### src/rtl/dram_request_arbiter.sv
// Shares the SDRAM controller command port between VGA (port 0), instruction fetch (port 1) and
// data (port 2), and schedules auto-refresh. Optional feature macro: DRAM_ARB_STARVATION_GUARD_EN.
module dram_request_arbiter #(
   parameter int ADDR_W         = 26,
   parameter int DATA_W         = 16,
   parameter int BURST_LEN      = 8,
   parameter int REFRESH_PERIOD = 700
) (
   input  logic                  main_clk,
   input  logic                  rst_n,
   input  logic [2:0]            req_valid,
   input  logic [2:0]            req_write,
   input  logic [3*ADDR_W-1:0]   req_addr,
   input  logic [3*DATA_W-1:0]   req_wdata,
   output logic [2:0]            req_ack,
   output logic [2:0]            wdata_pop,
   output logic [2:0]            rsp_valid,
   output logic [DATA_W-1:0]     rsp_data,
   output logic                  rsp_last,
   output logic                  ctl_cmd_valid,
   input  logic                  ctl_cmd_ready,
   output logic                  ctl_cmd_refresh,
   output logic                  ctl_cmd_write,
   output logic [ADDR_W-1:0]     ctl_cmd_addr,
   output logic [DATA_W-1:0]     ctl_wdata,
   input  logic                  ctl_wdata_pop,
   input  logic [DATA_W-1:0]     ctl_rdata,
   input  logic                  ctl_rdata_valid,
   input  logic                  ctl_done,
   output logic                  refresh_overrun,
   output logic                  protocol_err
);

   localparam int REF_W  = $clog2(REFRESH_PERIOD + 1);
   localparam int BEAT_W = $clog2(BURST_LEN) + 1;
   localparam logic [REF_W-1:0]  REF_RELOAD = REF_W'(REFRESH_PERIOD - 1);
   localparam logic [BEAT_W-1:0] BEAT_LAST  = BEAT_W'(BURST_LEN - 1);
   localparam logic [BEAT_W-1:0] BEAT_SAT   = BEAT_W'(BURST_LEN);
   localparam logic [BEAT_W:0]   BEATS_FULL = (BEAT_W + 1)'(BURST_LEN);

   typedef enum logic [2:0] {
      ST_IDLE,
      ST_ISSUE,
      ST_REFRESH,
      ST_REFRESH_WAIT,
      ST_XFER
   } state_t;

   state_t              state;
   logic [1:0]          gnt;
   logic                rr_ptr;          // 0: port 1 preferred, 1: port 2 preferred
   logic [REF_W-1:0]    ref_cnt;
   logic                refresh_pending;
   logic                refresh_tick;
   logic                refresh_clear;
   logic [BEAT_W-1:0]   beat_cnt;
   logic [BEAT_W:0]     beat_total;
   logic                xfer;
   logic                beat;
   logic                stray_beat;
   logic                arb_hit;
   logic [1:0]          arb_port;
   logic [1:0]          starved;         // [0]: port 1, [1]: port 2

   assign xfer          = (state == ST_XFER);
   assign beat          = xfer && (ctl_rdata_valid || ctl_wdata_pop);
   assign stray_beat    = !xfer && (ctl_rdata_valid || ctl_wdata_pop);
   assign beat_total    = {1'b0, beat_cnt} + (BEAT_W + 1)'(beat);
   assign refresh_tick  = (ref_cnt == '0);
   assign refresh_clear = (state == ST_REFRESH) && ctl_cmd_ready;

`ifdef DRAM_ARB_STARVATION_GUARD_EN
   logic [5:0] wait_cnt [2];

   always_ff @(posedge main_clk or negedge rst_n) begin
      if (!rst_n) begin
         wait_cnt[0] <= '0;
         wait_cnt[1] <= '0;
      end else begin
         for (int i = 0; i < 2; i++) begin
            if (req_ack[i+1])
               wait_cnt[i] <= '0;
            else if (req_valid[i+1] && wait_cnt[i] != 6'd63)
               wait_cnt[i] <= wait_cnt[i] + 6'd1;
         end
      end
   end

   // A saturated counter only counts while the port is still asking.
   assign starved[0] = req_valid[1] && (wait_cnt[0] == 6'd63);
   assign starved[1] = req_valid[2] && (wait_cnt[1] == 6'd63);
`else
   assign starved = 2'b00;
`endif

   // NOTE: every signal assigned in always_comb gets a default first, so no latch is inferred.
   always_comb begin
      arb_hit  = 1'b1;
      arb_port = 2'd0;
      if (starved[0])
         arb_port = 2'd1;
      else if (starved[1])
         arb_port = 2'd2;
      else if (req_valid[0])
         arb_port = 2'd0;
      else if (req_valid[1] && (!rr_ptr || !req_valid[2]))
         arb_port = 2'd1;
      else if (req_valid[2])
         arb_port = 2'd2;
      else
         arb_hit = 1'b0;
   end

   // Handshake and data-path strobes follow the controller in the same cycle.
   always_comb begin
      req_ack   = '0;
      wdata_pop = '0;
      rsp_valid = '0;
      if (state == ST_ISSUE && ctl_cmd_ready)
         req_ack[gnt] = 1'b1;
      if (xfer && ctl_wdata_pop)
         wdata_pop[gnt] = 1'b1;
      if (xfer && ctl_rdata_valid)
         rsp_valid[gnt] = 1'b1;
   end

   assign rsp_data  = (xfer && ctl_rdata_valid) ? ctl_rdata : '0;
   assign rsp_last  = beat && (beat_cnt == BEAT_LAST);
   assign ctl_wdata = (xfer && ctl_cmd_write) ? req_wdata[gnt*DATA_W +: DATA_W] : '0;

   always_ff @(posedge main_clk or negedge rst_n) begin
      if (!rst_n) begin
         ref_cnt         <= REF_RELOAD;
         refresh_pending <= 1'b0;
         refresh_overrun <= 1'b0;
      end else begin
         if (refresh_tick) begin
            ref_cnt         <= REF_RELOAD;
            refresh_pending <= 1'b1;
            if (refresh_pending && !refresh_clear)
               refresh_overrun <= 1'b1;
         end else begin
            ref_cnt <= ref_cnt - 1'b1;
            if (refresh_clear)
               refresh_pending <= 1'b0;
         end
      end
   end

   // NOTE: state registers use non-blocking assignments so every flop samples pre-edge values.
   always_ff @(posedge main_clk or negedge rst_n) begin
      if (!rst_n) begin
         state           <= ST_IDLE;
         gnt             <= 2'd0;
         rr_ptr          <= 1'b0;
         ctl_cmd_valid   <= 1'b0;
         ctl_cmd_refresh <= 1'b0;
         ctl_cmd_write   <= 1'b0;
         ctl_cmd_addr    <= '0;
         beat_cnt        <= '0;
         protocol_err    <= 1'b0;
      end else begin
         if (stray_beat)
            protocol_err <= 1'b1;

         case (state)
            ST_IDLE: begin
               if (refresh_pending) begin
                  state           <= ST_REFRESH;
                  ctl_cmd_valid   <= 1'b1;
                  ctl_cmd_refresh <= 1'b1;
                  ctl_cmd_write   <= 1'b0;
                  ctl_cmd_addr    <= '0;
               end else if (arb_hit) begin
                  state           <= ST_ISSUE;
                  gnt             <= arb_port;
                  ctl_cmd_valid   <= 1'b1;
                  ctl_cmd_refresh <= 1'b0;
                  ctl_cmd_write   <= req_write[arb_port];
                  ctl_cmd_addr    <= req_addr[arb_port*ADDR_W +: ADDR_W];
                  if (arb_port != 2'd0)
                     rr_ptr <= (arb_port == 2'd1);
               end
            end

            ST_ISSUE: begin
               // The latched command completes even if the requester withdraws early.
               if (!req_valid[gnt])
                  protocol_err <= 1'b1;
               if (ctl_cmd_ready) begin
                  state         <= ST_XFER;
                  ctl_cmd_valid <= 1'b0;
                  beat_cnt      <= '0;
               end
            end

            ST_REFRESH: begin
               if (ctl_cmd_ready) begin
                  state           <= ST_REFRESH_WAIT;
                  ctl_cmd_valid   <= 1'b0;
                  ctl_cmd_refresh <= 1'b0;
               end
            end

            ST_REFRESH_WAIT: begin
               if (ctl_done)
                  state <= ST_IDLE;
            end

            ST_XFER: begin
               if (beat && beat_cnt <= BEAT_SAT)
                  beat_cnt <= beat_cnt + 1'b1;
               if (ctl_done) begin
                  state <= ST_IDLE;
                  if (beat_total != BEATS_FULL)
                     protocol_err <= 1'b1;
               end
            end

            default: state <= ST_IDLE;
         endcase
      end
   end

endmodule

### config.mk
export PLATFORM = sky130hd
export DESIGN_NAME = dram_request_arbiter
export DESIGN_NICKNAME = d
export VERILOG_FILES = /design/src/rtl/dram_request_arbiter.sv
export SDC_FILE = /design/constraint.sdc
export NUM_CORES = 1
export LEC_CHECK = 0
export BUFFER_PORTS_ARGS = -buffer_cell sky130_fd_sc_hd__buf_2
export CAP_MARGIN = 5
export CELL_PAD_IN_SITES_DETAIL_PLACEMENT = 0
export CELL_PAD_IN_SITES_GLOBAL_PLACEMENT = 2
export CORE_MARGIN = 10
export CORE_UTILIZATION = 21
export CTS_CLUSTER_SIZE = 24
export DETAILED_ROUTE_END_ITERATION = 10
export GPL_TIMING_DRIVEN = 0
export HOLD_SLACK_MARGIN = 0.1
export PLACE_DENSITY_LB_ADDON = 0.1
export REMOVE_ABC_BUFFERS = 1
export SLEW_MARGIN = 25
export SYNTH_ARGS = -nofsm -noshare
export SYNTH_HDL_FRONTEND = slang
export SYNTH_SLANG_ARGS = --single-unit
### constraint.sdc
create_clock -name main_clk -period 2.2 [get_ports main_clk]
set_input_delay 0.22 -clock main_clk [delete_from_list [all_inputs] [get_ports main_clk]]
set_output_delay 0.22 -clock main_clk [all_outputs]
set_load 0.1 [all_outputs]
# [Word level (Yosys, flattened, before mapping)]
# Cells that the tools add are included.
# W data, S select, Z words.
[totals] ff_bits=52 inputBits=154 output_inout_bits=73
[op_classes] addsub=3 n_mul=1 order_cmp=4 n_eq_ne=13 n_shift=2 mux=45 bitwise_logic=1 reduce_logical=36
[op_table] operator="$shiftx A78 B8 Y26" n=1
[op_table] operator="$mux W26" n=2
[op_table] operator="$shiftx A48 B7 Y16" n=1
[op_table] operator="$mux W16" n=2
[op_table] operator="$mux W3" n=8
[op_table] operator="$mux W1" n=19
[op_table] operator="$logic_and A1 B1 Y1" n=12
[op_table] operator="$pmux W3 S4" n=1
[op_table] operator="$reduce_and A3 Y1" n=4
[op_table] operator="$reduce_bool A2 Y1" n=6
[op_table] operator="$logic_not A10 Y1" n=1
[op_table] operator="$mux W10" n=1
[op_table] operator="$sub A10 B1 Y10 const B" n=1
[op_table] operator="$mux W4" n=2
[op_table] operator="$pmux W4 S2" n=1
[op_table] operator="$reduce_and A4 Y1" n=2
[op_table] operator="$eq A3 B2 Y1 const B" n=2
[op_table] operator="$lt A2 B3 Y1 const B" n=2
[op_table] operator="$mul A2 B4 Y6 const B" n=1
[op_table] operator="$mux W2" n=3
[op_table] operator="$ne A2 B1 Y1 const B" n=3
[op_table] operator="$pmux W1 S2" n=3
[op_table] operator="$add A4 B1 Y5" n=1
[op_table] operator="$ne A5 B4 Y1 const B" n=1
[op_table] operator="other kinds (17)" n=25

# [Longest topological paths before layout]
[depth] ltp_word=9 ltp_mapped=9 mapped_depth_nobuf=8

# [Worst setup path before layout]
# OpenSTA, ideal clock, no wires.
[synth_path] path_kind="register to output" startpoint="register state[2]" endpoint="output port rsp_valid[0]" arrival_time_ns=3.204 t_required_ns=1.980 setup_slack_ns=-1.224 path_stages_with_launch=6 path_cell_list="dfrtp_1 -> buf_2 -> nor3b_1 -> clkbuf_1 -> nand2_1 -> nor3_1"
[synth_between] elab_chain_cells=3
[synth_lines] element="start, declared" line="49" source="state_t state;"
[synth_lines] element="start signal, assigned" line="153" source="state <= ST_IDLE;"
[synth_lines] element="start signal, assigned" line="169" source="state <= ST_REFRESH;"
[synth_lines] element="start signal, assigned" line="175" source="state <= ST_ISSUE;"
[synth_lines] element="$eq A3 B3 Y1" line="65" source="assign xfer = (state == ST_XFER);"
[synth_lines] element="$logic_and A1 B1 Y1" line="123" source="if (xfer && ctl_rdata_valid)"
[synth_lines] element="$mux W3" line="123"
[synth_lines] element="end, declared" line="17" source="output logic [2:0] rsp_valid,"
# No other way between the ends.

# [Final worst setup path]
[layout_path] startpoint="register state[1]" endpoint="output port rsp_data[10]"
[layout_between] elab_chain_cells=3
[layout_lines] element="$eq A3 B3 Y1" line="65"
[layout_lines] element="$logic_and A1 B1 Y1" line="127" source="assign rsp_data = (xfer && ctl_rdata_valid) ? ctl_rdata : '0;"
[layout_lines] element="$mux W16" line="127"
[layout_lines] element="end, declared" line="18" source="output logic [DATA_W-1:0] rsp_data,"
# No other way between the ends.

==> impl_metrics.py <==
metrics = {
    "run_status": {
        "status": "complete, no violations",
    },
    "die": {
        "die_x_um": 143.5,
        "rows": 45,
        "initial_core_util_pct": 21.23,
        "io_pins": 227,
        "coreArea_sq_mm": 0.01509,
        "die_area_sq_mm": 0.02059,
        "fp.dieH_um": 143.5,
    },
    "routing": {
        "via_per_inst": 4.699,
        "dr_total_vias": 3651,
        "wl_met1_um": 5442,
        "wl_met2_um": 6457,
        "dr.first_iter.drc_count": 98,
        "dr.pass1.iters": 4,
        "ant_nets": 0,
        "post_drt_wl_per_cell_um": 17.74,
        "drc": 0,
        "topRoutingLayerUsed": "met4",
        "met3WireLength_um": 1773,
        "routed_wirelength_um": 13790,
    },
    "sta": {
        "worst_pin_slew_ns": 0.7254,
        "min_period_ns": 2.109,
        "skew_ns": 0.004277,
        "slew_headroom_pct": 51.64,
        "fin_crit_sh_pct": 95.88,
        "max_freq_ghz": 0.4741,
        "hold_viol": 0,
        "finalSetupViolCount": 0,
        "slew_viol_final": 0,
        "grt_setup_unrepaired": "true",
    },
    "clocking": {
        "cts-htree-levels": 2,
        "clk_latency_ns": 0.30,
        "clock_sinks": 52,
        "clk_pin_slew_ns": 0.07,
        "cts_made_buffers": 5,
        "tritoncts": "yes",
        "cts-root-buf": "clkbuf_16",
        "clockBufferDepth": 2,
    },
    "grt": {
        "grt_pass1_wl_um": 20230,
        "grt_max_degree": 53,
        "track_usage_pct": 12.30,
        "first_global_vias": 3727,
        "antenna_found_initial": 0,
        "overflow": 0,
    },
    "logic_synthesis": {
        "synth_edf_count": 0,
        "synth_cell_types": 40,
        "synth_ff_type": "dfrtp_1",
        "avgSynthCellArea_sq_um": 8.704,
        "async_flop_share_pct": 100.0,
        "ys_seq_elements": 52,
        "netlist_area_sq_mm": 0.003203,
        "ys_seq_area_share_pct": 40.90,
        "synthCells": 368,
        "yosysWarnings": 0,
    },
    "cells_and_area": {
        "fin_cells": 777,
        "area_growth_pct": 55.12,
        "drive_gt1_share_pct": 46.77,
        "nets": 746,
    },
    "place": {
        "gp_congestion": 0.7468,
        "hpwl_um": 10740,
        "dp_cells": 757,
        "numPortBuffers": 226,
    },
    "worst_setup_path": {
        "crit_fanout": 17,
        "cp.required_ns": 1.98,
        "start_kind": "register",
        "worstSetupPathType": "register to output port",
        "cp_data_arrival_time_ns": 1.89,
        "worstSetupEndpointType": "output port",
    },
    "power": {
        "total_power_mw": 7.193,
        "ir_drop_v": 0.001076,
        "p_leak_nw": 2.486,
        "power_density_mw_per_mm2": 1448,
    },
    "min_path": {
        "hp-class": "input port to register",
    },
    "flow_run": {
        "maxCapViolations": 0,
    },
}
-- area by class of cell --
cell class / count / area [sq um]
Tap cell: 188 / 235.2
Antenna cell: 1 / 2.502
Fill cell: 1610 / 10120
Sequential cell: 52 / 1321
Multi-Input combinational cell: 278 / 1815
Timing Repair Buffer: 240 / 1389
Clock buffer: 5 / 125.1
Inverter: 10 / 37.54
Clock inverter: 3 / 42.54
-- registers in the layout (all words and copies together), names as in the netlist, 2 cells and up --
| register | flops |
|---|---|
| gnt | 2 |
| ctl_cmd_addr | 26 |
| beat_cnt | 4 |
| ref_cnt | 10 |
| state | 3 |
-- path summary, 6_finish.rpt --
path | start | endpoint | slack (ns) | depth (start not counted)
max in group asynchronous | rst_n | gnt[0] | 1.13 | 2
max reg2reg | state[2] | protocol_err | 0.19 | 9
min reg2reg | ref_cnt[0] | ref_cnt[0] | 0.47 | 1
min | req_addr[4] | ctl_cmd_addr[4] | 0.16 | 3
max | state[1] | rsp_data[10] | 0.09 | 5
min in group asynchronous | rst_n | ctl_cmd_addr[14] | 0.53 | 2
-- metrics by stage --
stage	util, %	TNS (ns)	worst slack (ns)	hold WS, ns	cell area [sq um]
5_1_grt	32.91	0	0.00009082	0.1699	4966
3_5_place_dp	30.11	-6.883	-0.5088	0.3368	4543
4_1_cts	32.43	0	0.001644	0.1519	4893
6_report	32.93	0	0.09055	0.1570	4969
3_3_place_gp	29.55	-79.25	-1.979	0.4494	4459
2_1_floorplan	-	-39.10	-1.774	-0.07559	3093
-- synthesized netlist by cell type, types with 2 or more instances --
| cell | number | area [sq um] |
|---|---|---|
| mux2i_1 | 25 | 250.2 |
| a31oi_1 | 2 | 12.51 |
| nor4_1 | 3 | 18.77 |
| or4_1 | 2 | 15.01 |
| nand3b_1 | 2 | 15.01 |
| clkbuf_1 | 24 | 90.09 |
| dfstp_2 | 7 | 183.9 |
| nor2_1 | 53 | 198.9 |
| or4_4 | 2 | 22.52 |
| nor3_1 | 5 | 25.02 |
| and3_1 | 17 | 106.4 |
| a32oi_1 | 4 | 35.03 |
| a22oi_1 | 47 | 352.8 |
| xnor2_1 | 2 | 17.52 |
| o21ai_0 | 29 | 145.1 |
| a21oi_1 | 20 | 100.1 |
| a41oi_1 | 2 | 17.52 |
| dfrtp_1 | 45 | 1126 |
| inv_1 | 10 | 37.54 |
| nand2_1 | 24 | 90.09 |
| nand3_1 | 3 | 15.01 |
| nand2b_1 | 2 | 12.51 |
| ha_1 | 5 | 62.56 |
| nor3b_1 | 3 | 22.52 |
| o31ai_1 | 7 | 52.55 |
| buf_2 | 4 | 20.02 |
| nor2b_1 | 5 | 31.28 |
| xor2_1 | 2 | 17.52 |
-- layer usage --
layer,vias up,GRT usage [%]
met3,7,5.710
met4,0,2.740
met2,180,20.92
li1,1790,-
met1,1674,13.70
met5,-,0
-- critical path: stages, from the launching register on --
cell	delay, ns
dfrtp_2	0.47
nor3b_4	0.20
buf_4	0.16
buf_4	0.18
and3_1	0.16
buf_2	0.42
-- power breakdown --
part	internal [mW]	total [mW]	switching, mW
Combinational	1.09	4.63	3.55
Clock	0.536	0.919	0.383
Sequential	1.30	1.64	0.344
-- timing repair --
item                                    4_1_cts  5_1_grt
pin swaps                                     1        1
endpoints found under the setup margin       42       34
resized for setup                            47       11
hold buffers                                  1        0
hold endpoints to repair                     45        0
cloned                                        0        0
setup buffers                                 5        5
-- cell usage in the layout, fill, tap and decap left out, types with 4 or more instances in the layout --
| cell | netlist | layout |
|---|---|---|
| o31ai_1 | 7 | 7 |
| inv_1 | 10 | 10 |
| o21ai_0 | 29 | 28 |
| dfstp_2 | 7 | 7 |
| buf_4 | 0 | 44 |
| nand2_1 | 24 | 22 |
| a22oi_1 | 47 | 47 |
| mux2i_1 | 25 | 25 |
| clkbuf_16 | 0 | 5 |
| dfrtp_1 | 45 | 40 |
| nor2_1 | 53 | 52 |
| ha_1 | 5 | 5 |
| and3_1 | 17 | 17 |
| a21oi_1 | 20 | 20 |
| buf_2 | 4 | 186 |
| a32oi_1 | 4 | 4 |
-- cells by family (layout without fill, tap and decap cells) --
logic type | Yosys count | after routing | synth area share, %
buffers and inverters | 38 | 258 | 4.610
multiplexers | 26 | 26 | 8.164
AND/OR/NAND/NOR | 122 | 122 | 18.09
adder cells (fa/ha/maj) | 5 | 5 | 1.953
XOR/XNOR | 4 | 4 | 1.094
AO/OA/AOI/OAI | 121 | 121 | 25.20
flip-flops | 52 | 52 | 40.90
other | 0 | 1 | 0
Power figures use the tool's default switching activity.
